`config.mk`:
```
export PLATFORM = sky130hd
export DESIGN_NAME = tap_controller
export DESIGN_NICKNAME = d
export VERILOG_FILES = /design/src/rtl/jtag_pkg.sv /design/src/rtl/tap_controller.sv
export SDC_FILE = /design/constraint.sdc
export NUM_CORES = 1
export LEC_CHECK = 0
export CORE_AREA = 3 3 40 42
export DETAILED_ROUTE_END_ITERATION = 8
export DIE_AREA = 0 0 43 45
export HOLD_SLACK_MARGIN = 0.12
export PLACE_DENSITY_LB_ADDON = 0.2
export SYNTH_ARGS = -nofsm -noshare
export SYNTH_HDL_FRONTEND = slang
export SYNTH_SLANG_ARGS = --single-unit
```
`constraint.sdc`:
```
create_clock -name TCK -period 1.85 [get_ports TCK]
set_input_delay 0.2775 -clock TCK [delete_from_list [all_inputs] [get_ports TCK]]
set_output_delay 0.2775 -clock TCK [all_outputs]
set_load 0.01 [all_outputs]
```
`src/rtl/jtag_pkg.sv`:
```
// Shared JTAG definitions: TAP state encodings and helpers, also used by the
// instruction register and the data-register decode.
package jtag_pkg;

    localparam int TAP_STATE_W = 4;

    typedef enum logic [TAP_STATE_W-1:0] {
        TAP_EX2DR   = 4'h0,
        TAP_EX1DR   = 4'h1,
        TAP_SHDR    = 4'h2,
        TAP_PAUSEDR = 4'h3,
        TAP_SELIR   = 4'h4,
        TAP_UPDDR   = 4'h5,
        TAP_CAPDR   = 4'h6,
        TAP_SELDR   = 4'h7,
        TAP_EX2IR   = 4'h8,
        TAP_EX1IR   = 4'h9,
        TAP_SHIR    = 4'hA,
        TAP_PAUSEIR = 4'hB,
        TAP_RTI     = 4'hC,
        TAP_UPDIR   = 4'hD,
        TAP_CAPIR   = 4'hE,
        TAP_TLR     = 4'hF
    } tap_state_t;

    function automatic logic is_ir_column(input tap_state_t s);
        logic r;
        case (s)
            TAP_SELIR, TAP_CAPIR, TAP_SHIR, TAP_EX1IR,
            TAP_PAUSEIR, TAP_EX2IR, TAP_UPDIR: r = 1'b1;
            default:                           r = 1'b0;
        endcase
        return r;
    endfunction

endpackage

```
`src/rtl/tap_controller.sv`:
```
// IEEE 1149.1 TAP state machine with a registered Moore decode of the
// IR/DR strobes, the TDO mux select and the TDO driver enable.
module tap_controller
    import jtag_pkg::*;
(
    input  logic       TCK,
    input  logic       RESET,
    input  logic       TMS,
    output logic [3:0] STATE,
    output logic       SELECT,
    output logic       ENABLE,
    output logic       TLR,
    output logic       CAPTURE_DR,
    output logic       SHIFT_DR,
    output logic       UPDATE_DR,
    output logic       CAPTURE_IR,
    output logic       SHIFT_IR,
    output logic       UPDATE_IR
);

    tap_state_t state_q, state_d;
    logic select_q, enable_q, tlr_q;
    logic capdr_q, shdr_q, upddr_q, capir_q, shir_q, updir_q;

    // Next-state graph; all 16 codes are legal, default is a safe fallback
    always_comb begin
        state_d = state_q;
        case (state_q)
            TAP_TLR:     state_d = TMS ? TAP_TLR     : TAP_RTI;
            TAP_RTI:     state_d = TMS ? TAP_SELDR   : TAP_RTI;
            TAP_SELDR:   state_d = TMS ? TAP_SELIR   : TAP_CAPDR;
            TAP_CAPDR:   state_d = TMS ? TAP_EX1DR   : TAP_SHDR;
            TAP_SHDR:    state_d = TMS ? TAP_EX1DR   : TAP_SHDR;
            TAP_EX1DR:   state_d = TMS ? TAP_UPDDR   : TAP_PAUSEDR;
            TAP_PAUSEDR: state_d = TMS ? TAP_EX2DR   : TAP_PAUSEDR;
            TAP_EX2DR:   state_d = TMS ? TAP_UPDDR   : TAP_SHDR;
            TAP_UPDDR:   state_d = TMS ? TAP_SELDR   : TAP_RTI;
            TAP_SELIR:   state_d = TMS ? TAP_TLR     : TAP_CAPIR;
            TAP_CAPIR:   state_d = TMS ? TAP_EX1IR   : TAP_SHIR;
            TAP_SHIR:    state_d = TMS ? TAP_EX1IR   : TAP_SHIR;
            TAP_EX1IR:   state_d = TMS ? TAP_UPDIR   : TAP_PAUSEIR;
            TAP_PAUSEIR: state_d = TMS ? TAP_EX2IR   : TAP_PAUSEIR;
            TAP_EX2IR:   state_d = TMS ? TAP_UPDIR   : TAP_SHIR;
            TAP_UPDIR:   state_d = TMS ? TAP_SELDR   : TAP_RTI;
            default:     state_d = TAP_TLR;
        endcase
    end

    // State register; outputs are decoded from the incoming state so they
    // are registered yet stay aligned with STATE
    always_ff @(posedge TCK) begin
        if (RESET) begin
            state_q  <= TAP_TLR;
            select_q <= 1'b0;
            enable_q <= 1'b0;
            tlr_q    <= 1'b1;
            capdr_q  <= 1'b0;
            shdr_q   <= 1'b0;
            upddr_q  <= 1'b0;
            capir_q  <= 1'b0;
            shir_q   <= 1'b0;
            updir_q  <= 1'b0;
        end else begin
            state_q  <= state_d;
            select_q <= is_ir_column(state_d);
            enable_q <= (state_d == TAP_SHDR) || (state_d == TAP_SHIR);
            tlr_q    <= (state_d == TAP_TLR);
            capdr_q  <= (state_d == TAP_CAPDR);
            shdr_q   <= (state_d == TAP_SHDR);
            upddr_q  <= (state_d == TAP_UPDDR);
            capir_q  <= (state_d == TAP_CAPIR);
            shir_q   <= (state_d == TAP_SHIR);
            updir_q  <= (state_d == TAP_UPDIR);
        end
    end

    assign STATE      = state_q;
    assign SELECT     = select_q;
    assign ENABLE     = enable_q;
    assign TLR        = tlr_q;
    assign CAPTURE_DR = capdr_q;
    assign SHIFT_DR   = shdr_q;
    assign UPDATE_DR  = upddr_q;
    assign CAPTURE_IR = capir_q;
    assign SHIFT_IR   = shir_q;
    assign UPDATE_IR  = updir_q;

endmodule

```
[Yosys cells after proc, flatten, opt, wreduce, memory -nomap -nowiden]
Cells that the tools add are included.
Word-level totals
  flip-flop bits (word level): 13
  input port bits: 3
  output and inout port bits: 13
  logic and storage cells: 56
Operators by class
  equality and inequality tests: 26
  muxes and demuxes: 14
  reductions and logical operators: 6
Operators with widths (number)
  == test 4 bit, second input constant: 15
  one-hot mux 4 bit (12 select lines): 1
  == test 4 x 3 -> 1 bit, second input constant: 7
  == test 4 x 2 -> 1 bit, second input constant: 3
  two-way mux 2 bit: 6
  two-way mux 3 bit: 4
  OR reduction 7 bit: 1
  == test 4 x 1 -> 1 bit, second input constant: 1
  logical NOT 4 bit: 1
  two-way mux 4 bit: 1
  OR reduction 2 bit: 2
  OR reduction 3 bit: 1
  two-way mux 1 bit: 2
  logical OR 1 bit: 1

[Logic depth before layout (Yosys ltp)]
Gate-level depths: netlist of the first run.
  depth in word-level cells: 6
  depth in mapped cells: 4
  gate-level depth less buffers: 3

[Worst setup path after synthesis of the first run]
No wires, ideal clock.
  kind: flip-flop to flip-flop
  from: register state_q[0] (netlist: STATE[0])
  to: register select_q (netlist: SELECT)
  library setup time: 0.122 ns
  data arrival time: 0.994 ns
  data required time: 1.728 ns
  slack: 0.734 ns
  cell stages (with the launch flop): 4
  path buffers: 1
  clock period less this slack: 1.116 ns
  cell sequence: dfxtp_1 -> buf_4 -> o22ai_1 -> a311o_1
Between the ends
  cells in the longest elaborated chain, start to end: 6
  elaborated cells on any way between the ends: 29
  classes of those cells: eq/ne (22); mux (2); reduce/logical (5)
Ends and longest elaborated chain
  start, declared: RTL line tap_controller.sv:21  | tap_state_t state_q, state_d;
  start signal, assigned: RTL line tap_controller.sv:64  | state_q <= state_d;
  == test 4 bit (tied with other cells): RTL line tap_controller.sv:28  | case (state_q)
  OR reduction 3 bit (no line) or OR reduction 2 bit (tied branches)
  one-hot mux 4 bit (12 select lines) *: RTL line tap_controller.sv:28
  == test 4 bit or == test 4 x 3 -> 1 bit (tied branches): RTL line jtag_pkg.sv:28  | case (s)
  OR reduction 7 bit *: RTL line jtag_pkg.sv:28
  two-way mux 1 bit *: RTL line jtag_pkg.sv:28
  end signal, assigned: RTL line tap_controller.sv:65  | select_q <= is_ir_column(state_d);
  end, declared: RTL line tap_controller.sv:22  | logic select_q, enable_q, tlr_q;
Mark *: on every way between the ends. The rest lies on a longest branch, timed or not.
A chain may end at the register's enable or synchronous reset.

[Worst setup path after layout of the first run]
  from: register state_q[0] (netlist: STATE[0])
  to: output port STATE[0]
RTL lines
  end, declared: RTL line tap_controller.sv:9  | output logic [3:0] STATE,
No word-level cell between the ends.

==> impl_metrics.json, run 1 <==
{
  "status": "complete, no violations",
  "critical_path_buf_inv_count": 1,
  "cts_tree": "yes",
  "synthAdderAreaFrac_pct": 0,
  "r2r_end": "SELECT",
  "cts_resized": 0,
  "path_depth": 1,
  "post-cts-setup-buffers": 0,
  "synthSimpleGateAreaFrac_pct": 25.5,
  "required_ps": 1570,
  "fp.dieArea_mm2": 0.00194,
  "postSynthAreaPerCell_um2": 9.53,
  "io_pins": 16,
  "diodes": 0,
  "start_kind": "flop",
  "clock_latency_ps": 270,
  "synth_fp_nets": 58,
  "start_util_pct": 40.8,
  "hold_violations": 0,
  "antenna_found_initial": 0,
  "antenna_left": 0,
  "finalSetupViolCount": 0,
  "timing.clock.skew_ps": 0.317,
  "synth_top_family_by_area": "simple AND/OR/NAND/NOR gates",
  "critPathTopFamily": "buffers and inverters",
  "avgViaCountPerCell": 5.16,
  "wl_per_cell_um": 11.8,
  "r2r_start": "STATE[3]",
  "die_h_um": 45,
  "area_delta_synth_final_pct": 30.5,
  "h-tree-depth": 1,
  "num_rows": 13,
  "io_buffers": 15,
  "fillCellCount": 131,
  "grt_overflow": 0,
  "die_w_um": 43,
  "r2r_cells": 3,
  "holdWs_ps": 655,
  "vias": 439,
  "r2r_setup_slack_ps": 510,
  "hold_buffers": 0,
  "synth_compound_area_share_pct": 15.3,
  "startpoint": "STATE[0]",
  "async_reset_ff_share_pct": 0,
  "endpoint": "STATE[0]",
  "dpl.hpwl_um": 713,
  "cap_viol_max_count": 0,
  "grt_setup_unrepaired": "no",
  "vdd_ir_drop_max_v": 0.000459,
  "fin_ws_ps": 105,
  "cp.arrival_ps": 1470,
  "ys.warnings.count": 0,
  "grt_pass1_vias": 399,
  "synth_cells": 55,
  "clk_pin_slew_ps": 70,
  "clk_path_buf_depth": 2,
  "timing.fmax_ghz": 0.573,
  "root_buffer": "clkbuf_4",
  "grt_usage_pct": 12.5,
  "synth_xor_area_share_pct": 0,
  "routed_wl_um": 1000,
  "synth_flop_cell": "dfxtp_1",
  "slowest_delay_ps": 620,
  "power_density_mw_per_mm2": 898,
  "grt_pass1_wl_um": 1740,
  "first_pass_iters": 4,
  "worstPathMaxFanout": 13,
  "clock_sinks": 13,
  "pre_cts_slack_ps": 336,
  "critPathSlowestCell": "clkdlybuf4s50_1",
  "netlist_area_um2": 524,
  "drv_slew": 0,
  "tns_ps": 0,
  "grt_max_degree": 14,
  "fin_crit_ps": 1750,
  "synth_seq_cells": 13,
  "synth-seq-area-share_pct": 49.6,
  "final_nets": 74,
  "crit_type": "reg -> out",
  "drive_gt1_share_pct": 11.4,
  "finalWeightedCongestion": 0.807,
  "stdcell_area_um2": 684,
  "hold_class": "reg -> reg",
  "worst_pin_slew_ps": 414,
  "synth_edf_count": 0,
  "numCtsBuffers": 3,
  "crit_chain": "clkdlybuf4s50_1",
  "max_slew_margin_pct": 72.3,
  "synth_cell_type_count": 26,
  "timing.final.crit_share_pct": 94.4,
  "placed_area_um2": 658,
  "synthMuxAreaShare_pct": 0,
  "cp-end-kind": "primary output",
  "drtIter0Drc": 8,
  "p_leak_nw": 0.276,
  "route.detailed.drc": 0,
  "core_area_mm2": 0.00128
}
[cell usage after synthesis, types with 2 or more instances]
| cell type | n | area share, % |
|---|---|---|
| inv_1 | 4 | 2.9 |
| a21oi_1 | 2 | 1.9 |
| nor4b_1 | 2 | 3.3 |
| nand2_1 | 4 | 2.9 |
| buf_6 | 2 | 4.3 |
| or2_4 | 2 | 3.3 |
| dfxtp_1 | 13 | 50 |
| nor2_1 | 2 | 1.4 |
| o21ai_0 | 3 | 2.9 |
| nor3_1 | 4 | 3.8 |
| nand3_1 | 2 | 1.9 |
[report_power, final]
group	internal (mW)	switching [mW]	leakage (nW)	total [mW]
Clock	0.0836	0.0856	0.0150	0.169
Combinational	0.0647	0.0472	0.155	0.112
Sequential	0.299	0.0346	0.106	0.333
[worst min-delay path by stage]
| stage | startpoint | to | cells past startpoint |
|---|---|---|---|
| finish | STATE[1] | CAPTURE_DR | 2 |
| global route | STATE[1] | CAPTURE_DR | 2 |
| CTS | STATE[1] | CAPTURE_DR | 2 |
| detailed placement | STATE[1] | CAPTURE_DR | 2 |
| global placement | STATE[1] | CAPTURE_DR | 2 |
| floorplan | RESET | TLR | 1 |
[flip-flops by register name, indices dropped and copies added, names as in the netlist]
signal,cells
TLR,1
STATE,4
CAPTURE_DR,1
SHIFT_DR,1
UPDATE_DR,1
CAPTURE_IR,1
SELECT,1
ENABLE,1
SHIFT_IR,1
UPDATE_IR,1
[cells in the final DEF (no fill, tap or decap), drive strengths merged, types with 2 or more instances in the layout]
cell type | netlist | final
nor3 | 4 | 4
o21ai | 4 | 4
nor4b | 2 | 2
or2 | 2 | 2
nand3 | 2 | 2
a21oi | 2 | 2
clkbuf | 0 | 4
dfxtp | 13 | 13
nand2 | 4 | 4
inv | 4 | 4
clkdlybuf4s50 | 0 | 15
nor4 | 2 | 2
nor2 | 2 | 2
[per-layer routing]
| metal | global-route usage [%] | up-vias | routed length, um | part of all wire [%] |
|---|---|---|---|---|
| li1 | - | 224 | - | - |
| met1 | 15.3 | 196 | 461 | 46 |
| met2 | 17.7 | 14 | 432 | 43 |
| met3 | 3.98 | 5 | 66 | 6.6 |
| met4 | 10.8 | 0 | 39 | 3.9 |
| met5 | 0 | - | 0 | 0 |
[logic make-up after synthesis]
group / count (synthesis)
AND/OR/NAND/NOR: 22
flip-flops: 13
AO/OA/AOI/OAI: 12
buffers and inverters: 8
[layout make-up]
cell class | instances | area, um2 | share of cell area [%]
flip-flops and latches | 13 | 260 | 38.0
inverters | 4 | 15.0 | 2.19
well taps | 15 | 18.8 | 2.74
repair buffers | 15 | 150 | 21.9
multi-input cells | 34 | 214 | 31.3
clock buffers | 4 | 26.3 | 3.84
[metrics by stage]
step / instances / power, mW / util [%]
2_1_floorplan: 55 / 0.409 / -
6_report: 85 / 0.614 / 53.3
4_1_cts: 85 / 0.621 / 53.3
3_5_place_dp: 81 / 0.452 / 51.2
3_3_place_gp: 81 / 0.452 / 51.2
5_1_grt: 85 / 0.655 / 53.3
No activity file was read; power rests on OpenSTA's default activity.
==> run 2: changes to the inputs <==
--- a/config.mk
+++ b/config.mk
@@ -5,6 +5,7 @@
 export SDC_FILE = /design/constraint.sdc
 export NUM_CORES = 1
 export LEC_CHECK = 0
+export ABC_AREA = 1
 export CORE_AREA = 3 3 40 42
 export DETAILED_ROUTE_END_ITERATION = 8
 export DIE_AREA = 0 0 43 45
==> run 2 against run 1 <==
  * Synthesized area rose by 18%
  * Core utilization is 9.2 points higher
  * Clock power is essentially flat
  * Highest routed layer unchanged
  * Sequential power rose by 17%
  * Wire length is 16% higher
  * Critical endpoint is now STATE[1]
  * Largest cell class is now multi-input combinational cells
==> impl_metrics.json, run 2 <==
{
  "status": "complete, no violations",
  "diodes": 0,
  "io_pins": 16,
  "synth_cells": 78,
  "die_h_um": 45,
  "timing.fmax_ghz": 0.590,
  "fp.dieArea_mm2": 0.00194,
  "p_int_uw": 665,
  "synthMostInstantiatedCell": "nand2_1",
  "critPathSlowestCell": "clkdlybuf4s50_1",
  "hold_class": "reg -> reg",
  "route.detailed.drc": 0,
  "synth_flop_cell": "dfxtp_1",
  "clock_latency_ps": 270,
  "io_buffers": 15,
  "num_rows": 13,
  "synth_seq_cells": 13,
  "hold_buffers": 0,
  "max_slew_margin_pct": 71.6,
  "cp.arrival_ps": 1420,
  "synth_fp_nets": 81,
  "critical_path_buf_inv_count": 1,
  "antenna_left": 0,
  "synth_area_leader_cell": "dfxtp_1",
  "h-tree-depth": 1,
  "worstPathMaxFanout": 9,
  "first_pass_iters": 4,
  "critPathTopFamily": "buffers and inverters",
  "avgViaCountPerCell": 4.93,
  "synthTopCellsByCount": "nand2_1, dfxtp_1, nor2_1",
  "grt_pass1_wl_um": 2170,
  "slowest_delay_ps": 610,
  "die_w_um": 43,
  "post-cts-setup-buffers": 0,
  "synth_cell_type_count": 21,
  "pre_cts_slack_ps": 108,
  "power_density_mw_per_mm2": 1440,
  "grt_setup_unrepaired": "no",
  "synth_area_leaders": "dfxtp_1, nand2_1, nand2_2",
  "grt_overflow": 0,
  "wl_per_cell_um": 10.4,
  "grt_usage_pct": 15.2,
  "start_util_pct": 48.1,
  "async_reset_ff_share_pct": 0,
  "yosys.area.top_type_share_pct": 42.1,
  "p_sw_uw": 489,
  "routed_wl_um": 1160,
  "vias": 547,
  "postSynthAreaPerCell_um2": 7.92,
  "layout_common_cells": "nand2_1, clkdlybuf4s50_1, dfxtp_1",
  "finalWeightedCongestion": 0.798,
  "clk_pin_slew_ps": 70,
  "fin_ws_ps": 155,
  "dpl.hpwl_um": 909,
  "core_area_mm2": 0.00128,
  "grt_max_degree": 10,
  "switching_share_pct": 42.4,
  "cts_resized": 0,
  "start_kind": "flop",
  "synth-seq-area-share_pct": 42.1,
  "numCtsBuffers": 3,
  "seqPwrFrac_pct": 33.9,
  "drtIter0Drc": 10,
  "antenna_found_initial": 0,
  "cp-end-kind": "primary output",
  "required_ps": 1570,
  "hold_violations": 0,
  "largest_reg_flops": 4,
  "vdd_ir_drop_max_v": 0.000922,
  "root_buffer": "clkbuf_4",
  "p_comb_share_pct": 51.5,
  "worst_pin_slew_ps": 426,
  "crit_chain": "clkdlybuf4s50_1",
  "drv_slew": 0,
  "finalSetupViolCount": 0,
  "fin_crit_ps": 1700,
  "final_common_cell": "nand2_1",
  "cts_tree": "yes",
  "cap_viol_max_count": 0,
  "timing.final.crit_share_pct": 91.6,
  "netlist_area_um2": 618,
  "clk_path_buf_depth": 2,
  "tns_ps": 0,
  "power_frac_clock_pct": 14.6,
  "drive_gt1_share_pct": 24.0,
  "ys.warnings.count": 0,
  "final_nets": 100,
  "p_leak_nw": 0.369,
  "area_delta_synth_final_pct": 29.8,
  "grt_pass1_vias": 529,
  "clock_sinks": 13,
  "crit_type": "reg -> out",
  "synth_edf_count": 0,
  "timing.clock.skew_ps": 0.943
}
run 2: cell families (layout without fill, tap and decap cells):
family | Yosys count | count (layout) | synth area share (%)
buffers and inverters | 10 | 28 | 7.29
AO/OA/AOI/OAI | 8 | 8 | 7.90
AND/OR/NAND/NOR | 47 | 47 | 42.7
flip-flops | 13 | 13 | 42.1
run 2: final timing paths:
check / startpoint / endpoint / slack [ps] / depth (start not counted)
max: STATE[1] / STATE[1] / 150 / 1
max reg2reg: STATE[1] / SELECT / 310 / 7
min: STATE[0] / SELECT / 710 / 4
min reg2reg: STATE[0] / SELECT / 710 / 4
run 2: power groups by stage:
stage	clock network, mW	logic (mW)	registers [mW]
after detailed placement	0	0.600	0.396
after floorplan	0	0.422	0.407
after global placement	0	0.592	0.396
after CTS	0.175	0.601	0.390
final	0.169	0.595	0.391
after global routing	0.184	0.665	0.400
run 2: layer usage:
metal | share of wire (%) | up-vias | track usage [%] | wire length (um)
met3 | 6.8 | 2 | 7.57 | 79
met1 | 46 | 247 | 18.6 | 536
met5 | 0 | - | 0 | 0
met2 | 46 | 13 | 22.8 | 531
met4 | 0.86 | 0 | 6.02 | 10
li1 | - | 285 | - | -
run 2: stage by stage:
step / hold WS, ps / instances / util (%) / instance area, um2 / power, mW
2_1_floorplan: 441 / 78 / - / 618 / 0.829
3_3_place_gp: 672 / 107 / 60.4 / 776 / 0.988
3_5_place_dp: 682 / 107 / 60.4 / 776 / 0.996
4_1_cts: 694 / 111 / 62.4 / 802 / 1.17
5_1_grt: 747 / 111 / 62.4 / 802 / 1.25
6_report: 706 / 111 / 62.4 / 802 / 1.15
run 2: layout make-up:
| class | instances | area (um2) |
|---|---|---|
| Fill cell | 123 | 483 |
| Multi-Input combinational cell | 55 | 313 |
| Sequential cell | 13 | 260 |
| Timing Repair Buffer | 15 | 150 |
| Inverter | 9 | 33.8 |
| Clock buffer | 4 | 26.3 |
| Tap cell | 15 | 18.8 |
